--- src/rtl/pc_flow_control.sv ---
// pc_flow_control: registered program-counter sequencer.
// Owns the PC and the n/z/v status flags, resolves the branch/jump ops,
// and fetches indirect targets from data memory over a req/ack handshake.
// The core is stalled while a fetch is outstanding, and a fetch that gets
// no ack within TIMEOUT cycles is abandoned.
module pc_flow_control #(
  parameter int              PC_W     = 32,
  parameter int              DIR_W    = 26,
  parameter logic [PC_W-1:0] RESET_PC = {PC_W{1'b0}},
  parameter int              TIMEOUT  = 15
) (
  input  logic             clk,
  input  logic             reset,
  input  logic             op_valid,
  input  logic [2:0]       op,
  input  logic             flag_we,
  input  logic             n_in,
  input  logic             z_in,
  input  logic             v_in,
  input  logic [DIR_W-1:0] j_diraddr,
  output logic             mem_req,
  input  logic             mem_ack,
  input  logic [PC_W-1:0]  mem_data,
  output logic [PC_W-1:0]  pc,
  output logic             stall,
  output logic             link_we,
  output logic [PC_W-1:0]  link_data,
  output logic             n,
  output logic             z,
  output logic             v,
  output logic             err_timeout,
  output logic             err_illegal
);

  // The counter only has to reach TIMEOUT-1.
  localparam int CNT_W = (TIMEOUT > 1) ? $clog2(TIMEOUT) : 1;

  // Low bits of the PC replaced by a bz direct target (word address + byte
  // offset). When PC_W == DIR_W+2 the shift wraps to zero and the mask
  // becomes all ones, so the whole PC is replaced.
  localparam logic [PC_W-1:0] DIR_MASK =
    ({{(PC_W-1){1'b0}}, 1'b1} << (DIR_W + 2)) - {{(PC_W-1){1'b0}}, 1'b1};

  typedef enum logic [0:0] {
    ST_IDLE = 1'b0,
    ST_WAIT = 1'b1
  } state_t;

  state_t            state_r;
  state_t            state_nxt_s;
  logic [CNT_W-1:0]  cnt_r;
  logic [PC_W-1:0]   pc_r;
  logic [PC_W-1:0]   pc4_s;
  logic [PC_W-1:0]   direct_pc_s;
  logic              link_we_r;
  logic [PC_W-1:0]   link_data_r;
  logic              n_r;
  logic              z_r;
  logic              v_r;
  logic              err_timeout_r;
  logic              err_illegal_r;
  logic              op_fetch_s;
  logic              op_link_s;
  logic              op_direct_s;
  logic              op_illegal_s;
  logic              timeout_s;
  logic              wait_s;

  assign pc4_s       = pc_r + {{(PC_W-3){1'b0}}, 3'b100};
  assign direct_pc_s = (pc4_s & ~DIR_MASK) |
                       ({{(PC_W-DIR_W){1'b0}}, j_diraddr} << 2);
  assign timeout_s   = (cnt_r == CNT_W'(TIMEOUT - 1));

  // Decode the op in IDLE against the registered (pre-update) flags.
  always_comb begin
    op_fetch_s   = 1'b0;
    op_link_s    = 1'b0;
    op_direct_s  = 1'b0;
    op_illegal_s = 1'b0;
    if (op_valid) begin
      case (op)
        3'b001: op_fetch_s = n_r;
        3'b010: op_fetch_s = z_r;
        3'b011: op_direct_s = z_r;
        3'b100: op_fetch_s = 1'b1;
        3'b101: begin
          op_fetch_s = 1'b1;
          op_link_s  = 1'b1;
        end
        3'b110: begin
          op_fetch_s = 1'b1;
          op_link_s  = 1'b1;
        end
        3'b111: op_illegal_s = 1'b1;
        default: op_fetch_s = 1'b0;
      endcase
    end else begin
      op_fetch_s = 1'b0;
    end
  end

  // State register; reset overrides an outstanding fetch.
  always_ff @(posedge clk) begin
    if (reset) begin
      state_r <= ST_IDLE;
    end else begin
      state_r <= state_nxt_s;
    end
  end

  // Next state: enter WAIT on a fetching op, leave on ack or timeout.
  always_comb begin
    state_nxt_s = state_r;
    case (state_r)
      ST_IDLE: begin
        if (op_fetch_s) begin
          state_nxt_s = ST_WAIT;
        end else begin
          state_nxt_s = ST_IDLE;
        end
      end
      ST_WAIT: begin
        if (mem_ack || timeout_s) begin
          state_nxt_s = ST_IDLE;
        end else begin
          state_nxt_s = ST_WAIT;
        end
      end
      default: state_nxt_s = ST_IDLE;
    endcase
  end

  // Outputs decoded from the state register: request and stall while waiting.
  always_comb begin
    wait_s = 1'b0;
    case (state_r)
      ST_IDLE: wait_s = 1'b0;
      ST_WAIT: wait_s = 1'b1;
      default: wait_s = 1'b0;
    endcase
  end

  assign mem_req = wait_s;
  assign stall   = wait_s;

  // PC, link, flag, error and wait-counter updates.
  always_ff @(posedge clk) begin
    if (reset) begin
      pc_r          <= RESET_PC;
      cnt_r         <= {CNT_W{1'b0}};
      link_we_r     <= 1'b0;
      link_data_r   <= {PC_W{1'b0}};
      n_r           <= 1'b0;
      z_r           <= 1'b0;
      v_r           <= 1'b0;
      err_timeout_r <= 1'b0;
      err_illegal_r <= 1'b0;
    end else begin
      link_we_r <= 1'b0;
      case (state_r)
        ST_IDLE: begin
          cnt_r <= {CNT_W{1'b0}};
          if (flag_we) begin
            n_r <= n_in;
            z_r <= z_in;
            v_r <= v_in;
          end
          if (op_illegal_s) begin
            err_illegal_r <= 1'b1;
          end
          if (op_link_s) begin
            link_we_r   <= 1'b1;
            link_data_r <= pc4_s;
          end
          // A fetching op holds the PC until the target arrives.
          if (op_fetch_s) begin
            pc_r <= pc_r;
          end else if (op_direct_s) begin
            pc_r <= direct_pc_s;
          end else begin
            pc_r <= pc4_s;
          end
        end
        ST_WAIT: begin
          // pc_r still holds the branching instruction's PC here.
          if (mem_ack) begin
            pc_r  <= mem_data;
            cnt_r <= {CNT_W{1'b0}};
          end else if (timeout_s) begin
            pc_r          <= pc4_s;
            err_timeout_r <= 1'b1;
            cnt_r         <= {CNT_W{1'b0}};
          end else begin
            cnt_r <= cnt_r + CNT_W'(1'b1);
          end
        end
        default: begin
          cnt_r <= {CNT_W{1'b0}};
        end
      endcase
    end
  end

  assign pc          = pc_r;
  assign link_we     = link_we_r;
  assign link_data   = link_data_r;
  assign n           = n_r;
  assign z           = z_r;
  assign v           = v_r;
  assign err_timeout = err_timeout_r;
  assign err_illegal = err_illegal_r;

endmodule

--- config.mk ---
export PLATFORM = sky130hd
export DESIGN_NAME = pc_flow_control
export DESIGN_NICKNAME = d
export VERILOG_FILES = /design/src/rtl/pc_flow_control.sv
export SDC_FILE = /design/constraint.sdc
export NUM_CORES = 1
export LEC_CHECK = 0
export CAP_MARGIN = 20
export CELL_PAD_IN_SITES_DETAIL_PLACEMENT = 1
export CELL_PAD_IN_SITES_GLOBAL_PLACEMENT = 2
export CORE_ASPECT_RATIO = 1.2
export CORE_UTILIZATION = 28
export CTS_BUF_LIST = sky130_fd_sc_hd__clkbuf_8
export CTS_CLUSTER_SIZE = 28
export DETAILED_ROUTE_END_ITERATION = 8
export PLACE_DENSITY_LB_ADDON = 0.15
export SETUP_SLACK_MARGIN = 0.2
export SYNTH_ARGS = -nofsm -noshare
export SYNTH_HDL_FRONTEND = slang
export SYNTH_SLANG_ARGS = --single-unit
--- constraint.sdc ---
create_clock -name clk -period 5.4 [get_ports clk]
set_input_delay 0.54 -clock clk [delete_from_list [all_inputs] [get_ports clk]]
set_output_delay 0.54 -clock clk [all_outputs]
set_load 0.02 [all_outputs]
Word level (Yosys, flattened, before mapping)
Index checks and enable logic that the tools add are counted.
- add/sub/neg operators: 2
- eq/ne operators: 10
- mux-type cells: 21
- bitwise operators: 3
- reductions and logical operators: 9
- operators with widths (kind ; count):
    $mux W32 ; 4
    $pmux W32 S2 ; 1
    $add A32 B3 Y32 const B ; 1
    $or A32 B28 Y32 ; 1
    $eq A3 B3 Y1 const B ; 4
    $mux W1 ; 10
    $mux W4 ; 2
    $pmux W4 S2 ; 1
    $reduce_and A2 Y1 ; 4
    $eq A3 B2 Y1 const B ; 2
    $add A4 B1 Y4 const B ; 1
    $eq A4 B4 Y1 const B ; 1
    $pmux W1 S2 ; 2
    $reduce_or A2 Y1 ; 2
    $eq A3 B1 Y1 const B ; 1
    $ne A3 B2 Y1 const B ; 1
    $pmux W1 S3 ; 1
    $reduce_and A3 Y1 ; 1
    $reduce_or A3 Y1 ; 1
    $ne A2 B2 Y1 const B ; 1
    $not A1 Y1 ; 2
    $logic_or A1 B1 Y1 ; 1
- flip-flop bits (word level): 75
- input bits: 69
- output and inout bits: 72
- logic and storage cells: 55

Logic depth before layout (Yosys ltp)
- word-level depth: 6
- depth in mapped cells: 9
- depth with buffers taken out: 7

Worst setup path before layout
OpenSTA, ideal clock, no wires.
- kind: reg-to-reg
- start point: reg pc_r[2], in the netlist pc[2]
- end point: reg pc_r[26], in the netlist pc[26]
- library setup time: 0.092 ns
- data arrival time: 2.025 ns
- required time: 5.308 ns
- path slack: 3.283 ns
- cell stages (with the launch flop): 8
- buffers on the path: 1
- clock period less this slack: 2.117 ns
- cell sequence: dfxtp_1 > ha_1 > and3_1 > clkbuf_1 > nand2_1 > or4_4 > o31a_1 > o32ai_1
- word-level cells in the longest chain between the ends: 4
- elaborated cells between the ends (all ways): 6
- classes of those cells: add/sub: 1; mux: 5
- RTL lines (element ; RTL line ; source):
    start: declaration ; 52 ; logic [PC_W-1:0] pc_r;
    start signal: assignment ; 177 ; pc_r <= pc_r;
    start signal: assignment ; 179 ; pc_r <= direct_pc_s;
    start signal: assignment ; 181 ; pc_r <= pc4_s;
    $add A32 B3 Y32 * ; 69 ; assign pc4_s = pc_r + {{(PC_W-3){1'b0}}, 3'b100};
    $mux W32 (on tied branches) ; 189, 178 ;
    $mux W32 (on tied branches) ; 186, 176 ;
    $pmux W32 S2 * ; 160 ; case (state_r)
Mark *: on every way between the ends. The rest lies on a longest branch, timed or not. The select of a mux whose other input is x is not followed.
A chain may end at the register's enable or synchronous reset.

Worst setup path after layout
- start point: in op[2]
- end point: reg pc_r[12], in the netlist pc[12]
- word-level cells in the longest chain between the ends: 6
- elaborated cells between the ends (all ways): 16
- classes of those cells: eq/ne: 7; mux: 7; reduce/logical: 2
- RTL lines (element ; RTL line ; source):
    start: declaration ; 15 ; input logic [2:0] op,
    $eq A3 B3 Y1 or $eq A3 B2 Y1 (tied branches) ; 81 ; case (op)
    $reduce_or A3 Y1 (no line) or $mux W1 (tied branches) ; - ;
    $pmux W1 S3 or $mux W1 (tied branches) ; 81, 80 ;
    $mux W1 or $mux W32 (tied branches) ; 80, 178 ;
    $ne A2 B2 Y1 (no line) or $mux W32 (tied branches) ; - ;
    $reduce_and A2 Y1 (no line) or $pmux W32 S2 (tied branches) ; - ;
Several ways; a longest one is shown, not always the timed one. The select of a mux whose other input is x is not followed.

==> results_dict.tcl <==
set metrics [dict create \
    antenna_found_initial 0 \
    finalPower_mw 1.29 \
    viasPerCell 5.41 \
    drtIter0Drc 161 \
    worstPathArrival_ns 3.21 \
    grt_pass1_wl_microns 22600 \
    ys.flop_type "dfxtp_1" \
    cts_buffers 9 \
    nNetsFinal 658 \
    irDropWorstVdd_v 0.000141 \
    syn_avg_cell_area_sq_um 8.36 \
    reg2regPathDepth 7 \
    wl_per_cell_microns 19.2 \
    clkSlewWorstSetupHoldPaths_ns 0.08 \
    hold_depth 2 \
    finalClockSkew_ns 0.0130 \
    core_sq_um 13400 \
    finalWirelength_microns 14600 \
    io-pin-count 141 \
    worstSetupPathType "in2reg" \
    grt_start_max_net_pins 60 \
    grt_pass1_vias 4310 \
    status "completed" \
    overflow 0 \
    layout-drive-gt1-share 0.0542 \
    dieWidth_microns 110 \
    drtAntennaViolNets 0 \
    rsz0062_at_grt "false" \
    hold_viol 0 \
    synth_cell_types 52 \
    grt_usage 0.203 \
    crit_required_ns 5.60 \
    hpwl_microns 10200 \
    synth-edff-count 0 \
    port_buffers 140 \
    ys_ff_latch 75 \
    area_growth_pct 43.4 \
    final_area_sq_um 5600 \
    cts.path.max_buffers 2 \
    hold_path_class "reg2reg" \
    p_per_area_nw_per_um2 231 \
    worst_pin_slew_ns 1.04 \
    max_freq_ghz 0.332 \
    die_h_microns 131 \
    vias 4104 \
    postCtsSetupBuffers 0 \
    htreeDepth 3 \
    period_share 0.557 \
    n_fill_cell 1585 \
    p_leak_nw 1.89 \
    syn-num-nets 539 \
    antenna_cells 0 \
    hold_buffers 0 \
    cap_violations 0 \
    fin_crit_ns 3.01 \
    row_count 46 \
    cp-end-kind "flip-flop" \
    first_pass_iters 5 \
    yosysSeqAreaShare 0.385 \
    ys_async_sr_fraction 0 \
    setup_viol 0 \
    cts_tree "built" \
    maxSlewHeadroom 0.309 \
    rrSetupSlack_ns 2.68 \
    clk_latency_ns 0.35 \
    drv_slew 0 \
    yosysWarnings 0 \
    clock_sinks 75 \
    cp-start-kind "input pin" \
    cts_resized 0 \
    die-area_sq_um 14400 \
    start_util 0.291 \
    gp_congestion 0.767 \
    syn_area_sq_um 3900 \
    worstPathMaxFanout 17 \
    drc 0 \
    syn-instance-count 467 \
    cts-root-buf "clkbuf_8" \
    fin_tns_setup_ns 0 \
    dpl_cell_area_sq_um 5420 \
]
[final timing paths]
check / from / endpoint
max: op[2] / pc[12]
max reg2reg: state_r / pc[12]
min reg2reg: link_data[1] / link_data[1]
min: link_data[1] / link_data[1]
[cells in the mapped netlist, types with 2 or more instances]
library cell,instances,share of area
dfxtp_1,75,0.38
a21oi_1,44,0.056
nor2_1,38,0.037
nand2_1,31,0.030
clkbuf_1,26,0.025
xnor2_1,21,0.047
nand3_1,19,0.024
o21ai_0,18,0.023
a22oi_1,15,0.029
a211oi_1,14,0.027
inv_1,14,0.013
o21ai_1,13,0.017
o32ai_1,13,0.029
o31a_1,10,0.022
xor2_1,10,0.022
a31oi_1,8,0.013
nand4_1,8,0.013
and3_1,7,0.011
a221oi_1,5,0.011
and2_1,5,0.0080
and4_1,5,0.011
buf_1,5,0.0048
buf_2,5,0.0064
nor2b_1,5,0.0080
a22o_1,4,0.0090
nor3_1,4,0.0051
buf_4,3,0.0058
ha_1,3,0.0096
mux2i_1,3,0.0077
nor4_1,3,0.0048
or4_1,3,0.0058
a221o_1,2,0.0051
a32o_1,2,0.0051
a41oi_1,2,0.0045
and3b_1,2,0.0045
nand3b_1,2,0.0038
nand4_4,2,0.011
nor4_2,2,0.0064
o2bb2ai_1,2,0.0045
or4_4,2,0.0058
[cell usage in the layout, fill, tap and decap left out, types with 15 or more instances in the layout]
master           count
o21ai_0             18
inv_1               17
xnor2_1             21
a22oi_1             15
clkdlybuf4s50_1    139
dfxtp_1             75
a21oi_1             44
nor2_1              38
nand3_1             19
nand2_1             31
[critical path, cell delays in order]
cell and delay (ns):
clkdlybuf4s50_1 0.49, nor4bb_1 0.41, nor2b_2 0.75, buf_4 0.36
nor2_1 0.06, buf_4 0.24, a31oi_1 0.22, o32ai_1 0.11
[metrics by stage]
stage               std cells   util  hold slack [ns]  setup WS [ns]
CTS                       758  0.418            0.470           2.36
detailed placement        743  0.404            0.453           2.00
floorplan                 467      -            0.430           3.28
finish                    758  0.418            0.470           2.39
global route              758  0.418            0.500           2.20
global placement          742  0.402            0.446           1.90
[cell families (layout without fill, tap and decap cells)]
family,Yosys count,after routing,share of synthesized area
compound gates,159,159,0.271
simple gates,142,142,0.202
flops,75,75,0.385
buf+inv,54,177,0.0564
xor+xnor,31,31,0.0696
fa+ha+maj,3,3,0.00962
mux,3,3,0.00769
[sequential cells by signal, indices dropped and copies added, names as in the netlist]
register / cells
link_data: 32
pc: 32
cnt_r: 4
err_illegal: 1
err_timeout: 1
link_we: 1
n: 1
state_r: 1
v: 1
z: 1
[routing by layer]
metal	wire [microns]	vias to the layer above	share of wire	GRT usage
li1	-	1970	-	-
met1	6280	1993	0.43	0.242
met2	7190	120	0.49	0.346
met3	869	21	0.060	0.0526
met4	225	0	0.015	0.0681
met5	0	-	0	0
[area by class of cell]
cell class              count  area (sq um)  area share
repair buffers            147          1470       0.262
multi-input cells         338          2190       0.391
clock buffers               9           124      0.0221
inverters                  15          56.3      0.0101
flip-flops and latches     75          1500       0.268
well taps                 168           210      0.0375
clock inverters             6          51.3     0.00916
[power breakdown]
| part | switching, mW | internal, mW | total, mW |
|---|---|---|---|
| Sequential | 0.0314 | 0.580 | 0.612 |
| Combinational | 0.134 | 0.131 | 0.265 |
| Clock | 0.213 | 0.205 | 0.418 |
| Total | 0.378 | 0.917 | 1.29 |
Note: power is estimated with default switching activity, not from simulation.
==> edit 1, RTL diff (config.mk and constraints unchanged) <==
`DIR_W`: 26 -> 13.
--- a/src/rtl/pc_flow_control.sv
+++ b/src/rtl/pc_flow_control.sv
@@ -6,5 +6,5 @@
 module pc_flow_control #(
   parameter int              PC_W     = 32,
-  parameter int              DIR_W    = 26,
+  parameter int              DIR_W    = 13,
   parameter logic [PC_W-1:0] RESET_PC = {PC_W{1'b0}},
   parameter int              TIMEOUT  = 15
Interface: changed (resized j_diraddr); port bits go from 141 to 128. The function was not compared with the original's and may differ.
==> edit 1 against the unedited design <==
  * Routed wire length down 5.6%
  * Sequential cell count unchanged
  * Design area down 2.6%
  * Critical path type unchanged
  * Highest routed layer unchanged
  * Setup slack gained 0.26 ns
  * Clock power grew 31%
  * Total power increased by 8.2%
  * Synthesized area shrank 0.48%
  * Count of clock-buffer cells in the layout is 1 higher
==> edit 1: results (changes against the unedited design) <==
stage,metric,value,unit,change
synth,Mapped Nets,535,,-0.74%
place,total half-perimeter wirelength after legalization and detailed placement,9.61,mm,-5.9%
pwr,maximum VDD drop,0.000106,V,-25%
global_route,wire length of the first global-routing pass,21.9,mm,-3.0%
timing,headroom to the max-slew limit,34.1,%,+3.3 points
routing,Vias per Instance,5.39,,-0.53%
synth,cell types occupying the most area after synthesis,"sky130_fd_sc_hd__dfxtp_1 (39%), sky130_fd_sc_hd__o21ai_0 (5.8%), sky130_fd_sc_hd__a21oi_1 (5.7%), sky130_fd_sc_hd__nor2_1 (4.2%), sky130_fd_sc_hd__nand2_1 (3.7%)",,
global_route,largest net degree at the start of global routing,62,,+3.3%
global_route,initial antenna violation count,0,,unchanged
run_status,run status,finished clean,,
hold_path,Hold Path Cell Cnt,2,,unchanged
clock_network,TritonCTS Buffers,9,,unchanged
place,Setup WS pre-CTS,2.27,ns,+0.270 ns
setup_path,Reg2Reg Depth,5,,-2
setup_path,largest fanout on the critical path,49,,+32
pwr,static leakage,1.83,nW,-3.2%
place,Port-buffer cells,127,,-9.3%
synth,share of the yosys chip area belonging to registers,38.6,%,+0.19 points
global_route,number of global-route vias before repair,4159,,-3.5%
global_route,aggregate global-route resource usage,20.1,%,-0.17 points
synth,most numerous cell types in the synthesized netlist,"sky130_fd_sc_hd__dfxtp_1 (75), sky130_fd_sc_hd__o21ai_0 (45), sky130_fd_sc_hd__a21oi_1 (44)",,
routing,routed wire length,13.8,mm,-5.6%
place,gpl congestion,0.741,,-3.4%
clock_network,buffer count from post-CTS setup fixing,0,,unchanged
synth,distinct cell type count of the synthesized netlist,57,,+9.6%
clock_network,deepest clock path buffer count,2,,unchanged
timing,largest clock skew in the final design,0.00952,ns,-0.00345 ns
final_layout,Inserted Diodes,0,,unchanged
routing,number of DRC violations after detailed-routing iteration 0,125,,-22%
clock_network,clk_lat worst skew,0.37,ns,+0.02 ns
routing,number of optimization iterations in the first detailed-route pass,4,,-1
final_layout,Nets,633,,-3.8%
final_layout,fraction of layout cells with a size suffix above 1,5.35,%,-0.070 points
setup_path,critical path data arrival time,2.97,ns,-0.24 ns
clock_network,clock transition at the register clock pins on the worst setup and hold paths after CTS,0.08,ns,about the same
[edit 1: cell types whose count changed after synthesis, moves of 6 or more]
cell / before / now
sky130_fd_sc_hd__a31oi_1: 8 / 14
sky130_fd_sc_hd__o21ai_0: 18 / 45
sky130_fd_sc_hd__a22oi_1: 15 / 1
sky130_fd_sc_hd__inv_1: 14 / 6
sky130_fd_sc_hd__or3_1: 0 / 7
sky130_fd_sc_hd__o21ai_1: 13 / 1
sky130_fd_sc_hd__o32ai_1: 13 / 4
sky130_fd_sc_hd__nand2_1: 31 / 38
[edit 1: area by class of cell]
cell class / instances / area, sq um
inverters: 6 / 22.5
clock inverters: 6 / 104
repair buffers: 129 / 1290
multi-input cells: 353 / 2180
clock buffers: 10 / 138
well taps: 168 / 210
flip-flops and latches: 75 / 1500
fillers: 1625 / 7900
[edit 1: worst paths after layout]
| kind | end | slack [ns] | start |
|---|---|---|---|
| max reg2reg | pc[5] | 2.79 | state_r |
| min | link_data[0] | 0.47 | link_data[0] |
| max | pc[5] | 2.65 | mem_ack |
| min reg2reg | link_data[0] | 0.47 | link_data[0] |
[edit 1: stage by stage]
| step | std cells | cell area (sq um) | hold WS (ns) |
|---|---|---|---|
| 3_3_place_gp | 730 | 5190 | 0.444 |
| 4_1_cts | 746 | 5430 | 0.471 |
| 3_5_place_dp | 730 | 5190 | 0.452 |
| 2_1_floorplan | 476 | 3880 | 0.430 |
| 5_1_grt | 747 | 5450 | 0.487 |
| 6_report | 747 | 5450 | 0.470 |
[edit 1: critical path, cell delays in order]
cell	delay [ns]
sky130_fd_sc_hd__clkdlybuf4s50_1	0.49
sky130_fd_sc_hd__and2_2	0.79
sky130_fd_sc_hd__a21o_1	0.61
sky130_fd_sc_hd__nor2_1	0.12
sky130_fd_sc_hd__a221oi_1	0.28
sky130_fd_sc_hd__a211oi_1	0.12
[edit 1: power by group]
part	leakage (nW)	switching [mW]	total, mW	internal (mW)
logic	1.09	0.126	0.243	0.116
clock network	0.127	0.230	0.547	0.317
registers	0.610	0.0315	0.611	0.580
[edit 1: cells by family (layout without fill, tap and decap cells)]
logic type | count (synthesis) | in the layout | synth area share [%]
and+or+nand+nor | 161 | 161 | 22.5
AOI/OAI and AO/OA | 155 | 155 | 24.9
DFF | 75 | 75 | 38.6
buffers and inverters | 48 | 151 | 5.25
xor gates and xnor gates | 31 | 31 | 6.99
adders and majority gates | 3 | 3 | 0.966
muxes | 3 | 3 | 0.773
[edit 1: routing by layer]
| metal | vias up | GRT usage (%) | wire length, um |
|---|---|---|---|
| li1 | 1940 | - | - |
| met2 | 100 | 36.4 | 6940 |
| met4 | 0 | 4.94 | 131 |
| met1 | 1975 | 23.5 | 5970 |
| met3 | 8 | 5.16 | 714 |
| met5 | - | 0 | 0 |
==> edit 2, RTL diff (config.mk and constraints unchanged) <==
Without the edit above. Put one more register stage on the output `err_illegal`, cleared by the reset. The value now appears one clock later. The other outputs are not delayed to match.
--- a/src/rtl/pc_flow_control.sv
+++ b/src/rtl/pc_flow_control.sv
@@ -209,5 +209,11 @@
   assign v           = v_r;
   assign err_timeout = err_timeout_r;
-  assign err_illegal = err_illegal_r;
+  always_ff @(posedge clk) begin
+    if (reset) begin
+      err_illegal <= '0;
+    end else begin
+      err_illegal <= err_illegal_r;
+    end
+  end
 
 endmodule
Check against the original RTL: not equivalent (a bounded check fails within 4 cycles, from zero or initial values and one cycle with reset high).
==> edit 2 against the unedited design <==
  * Core utilization shrank 0.063 points
  * Synthesized area grew 0.77%
  * Critical path depth shrank 1
  * Total power grew 14%
  * Setup slack gained 0.44 ns
  * Design area grew 2.5%
  * Maximum frequency grew 17%
  * Count of clock-buffer cells in the layout grew 4
  * Sequential cell count grew 1
  * Routed wire length grew 0.83%
  * Largest power group unchanged
==> edit 2: results (changes against the unedited design) <==
stage,metric,value,unit,change
synth,Ys Warns,0,,unchanged
setup_path,"Largest stage delay, worst path",0.55,ns,-0.20 ns
synth,cell count after synthesis,470,,+0.64%
setup_path,CP top delay family,compound AO/OA/AOI/OAI gates,,
final_layout,Filler Cells Inserted,1604,,+1.2%
final_layout,fraction of layout cells with a size suffix above 1,6.38,%,+0.95 points
place,cell count after placement,750,,+0.94%
place,gpl congestion,0.769,,+0.35%
global_route,aggregate global-route resource usage,20.9,%,+0.62 points
timing,worst slew pin tran,0.648,ns,-0.388 ns
final_layout,signed area change from the synthesized netlist to the final layout,45.8,%,
final_layout,Nets,663,,+0.76%
routing,number of optimization iterations in the first detailed-route pass,4,,-1
global_route,wire length of the first global-routing pass,23.2,mm,+3.0%
routing,Vias per Instance,5.38,,-0.55%
pwr,static leakage,1.95,nW,+2.9%
run_status,run status,finished clean,,
timing,largest clock skew in the final design,0.0127,ns,-0.000217 ns
setup_path,critical path data arrival time,2.84,ns,-0.37 ns
place,total half-perimeter wirelength after legalization and detailed placement,10.2,mm,-0.23%
routing,routed wire length,14.7,mm,+0.83%
global_route,number of global-route vias before repair,4307,,-0.070%
place,dpl cell area,5450,sq um,+0.44%
routing,number of vias in the routed layout,4130,,+0.63%
setup_path,largest fanout on the critical path,13,,-4
place,Setup WS pre-CTS,2.45,ns,+0.450 ns
synth,share of the yosys chip area belonging to registers,38.7,%,+0.22 points
clock_network,clk_lat worst skew,0.37,ns,+0.02 ns
synth,most numerous cell types in the synthesized netlist,"sky130_fd_sc_hd__dfxtp_1 (76), sky130_fd_sc_hd__a21oi_1 (44), sky130_fd_sc_hd__nor2_1 (38)",,
pwr,maximum VDD drop,0.000104,V,-26%
pwr,switching power total,0.397,mW,+4.9%
synth,Mapped Nets,542,,+0.56%
setup_path,critical path's slowest cell,sky130_fd_sc_hd__a31o_1,,
==> edit 2: cell types whose count changed after synthesis, sizes merged <==
cell    change
buf         +2
nor2b       +1
clkbuf      -1
dfxtp       +1
==> edit 2: area by class of cell <==
type / instances / share of cell area [%]
multi-input combinational: 339 / 38.2
sequential: 76 / 26.5
timing repair buffer: 150 / 25.9
tap: 171 / 3.73
clock buffer: 13 / 3.12
clock inverter: 3 / 1.57
inverter: 15 / 0.981
==> edit 2: routing by layer <==
layer | GRT usage, % | vias up | routed length, um
li1 | - | 1983 | -
met1 | 25.5 | 2035 | 6400
met2 | 36.3 | 103 | 7320
met3 | 5.29 | 9 | 831
met4 | 5.12 | 0 | 138
met5 | 0 | - | 0
==> edit 2: worst paths after layout <==
check | from | end | slack, ns | depth (start not counted)
worst min register to register | link_data[0] | link_data[0] | 0.47 | 2
worst max-delay path | op[2] | pc[11] | 2.83 | 7
worst min-delay path | link_data[0] | link_data[0] | 0.47 | 2
worst max register to register | state_r | pc[11] | 3.09 | 6
==> edit 2: kinds of logic (layout without fill, tap and decap cells) <==
kind of cell             Yosys count  count (layout)  synth area share, %
AO/OA/AOI/OAI                    159             159                 26.8
AND/OR/NAND/NOR                  143             143                 20.2
flip-flops                        76              76                 38.7
buffers and inverters             55             181                 5.69
XOR/XNOR                          31              31                 6.90
adder cells (fa/ha/maj)            3               3                0.954
multiplexers                       3               3                0.763
==> edit 2: power groups by stage <==
stage	Sequential [mW]	Clock (mW)	Combinational [mW]
2_1_floorplan	0.656	0	0.0965
3_3_place_gp	0.632	0	0.262
3_5_place_dp	0.633	0	0.266
4_1_cts	0.620	0.603	0.268
5_1_grt	0.624	0.627	0.288
6_report	0.619	0.589	0.267
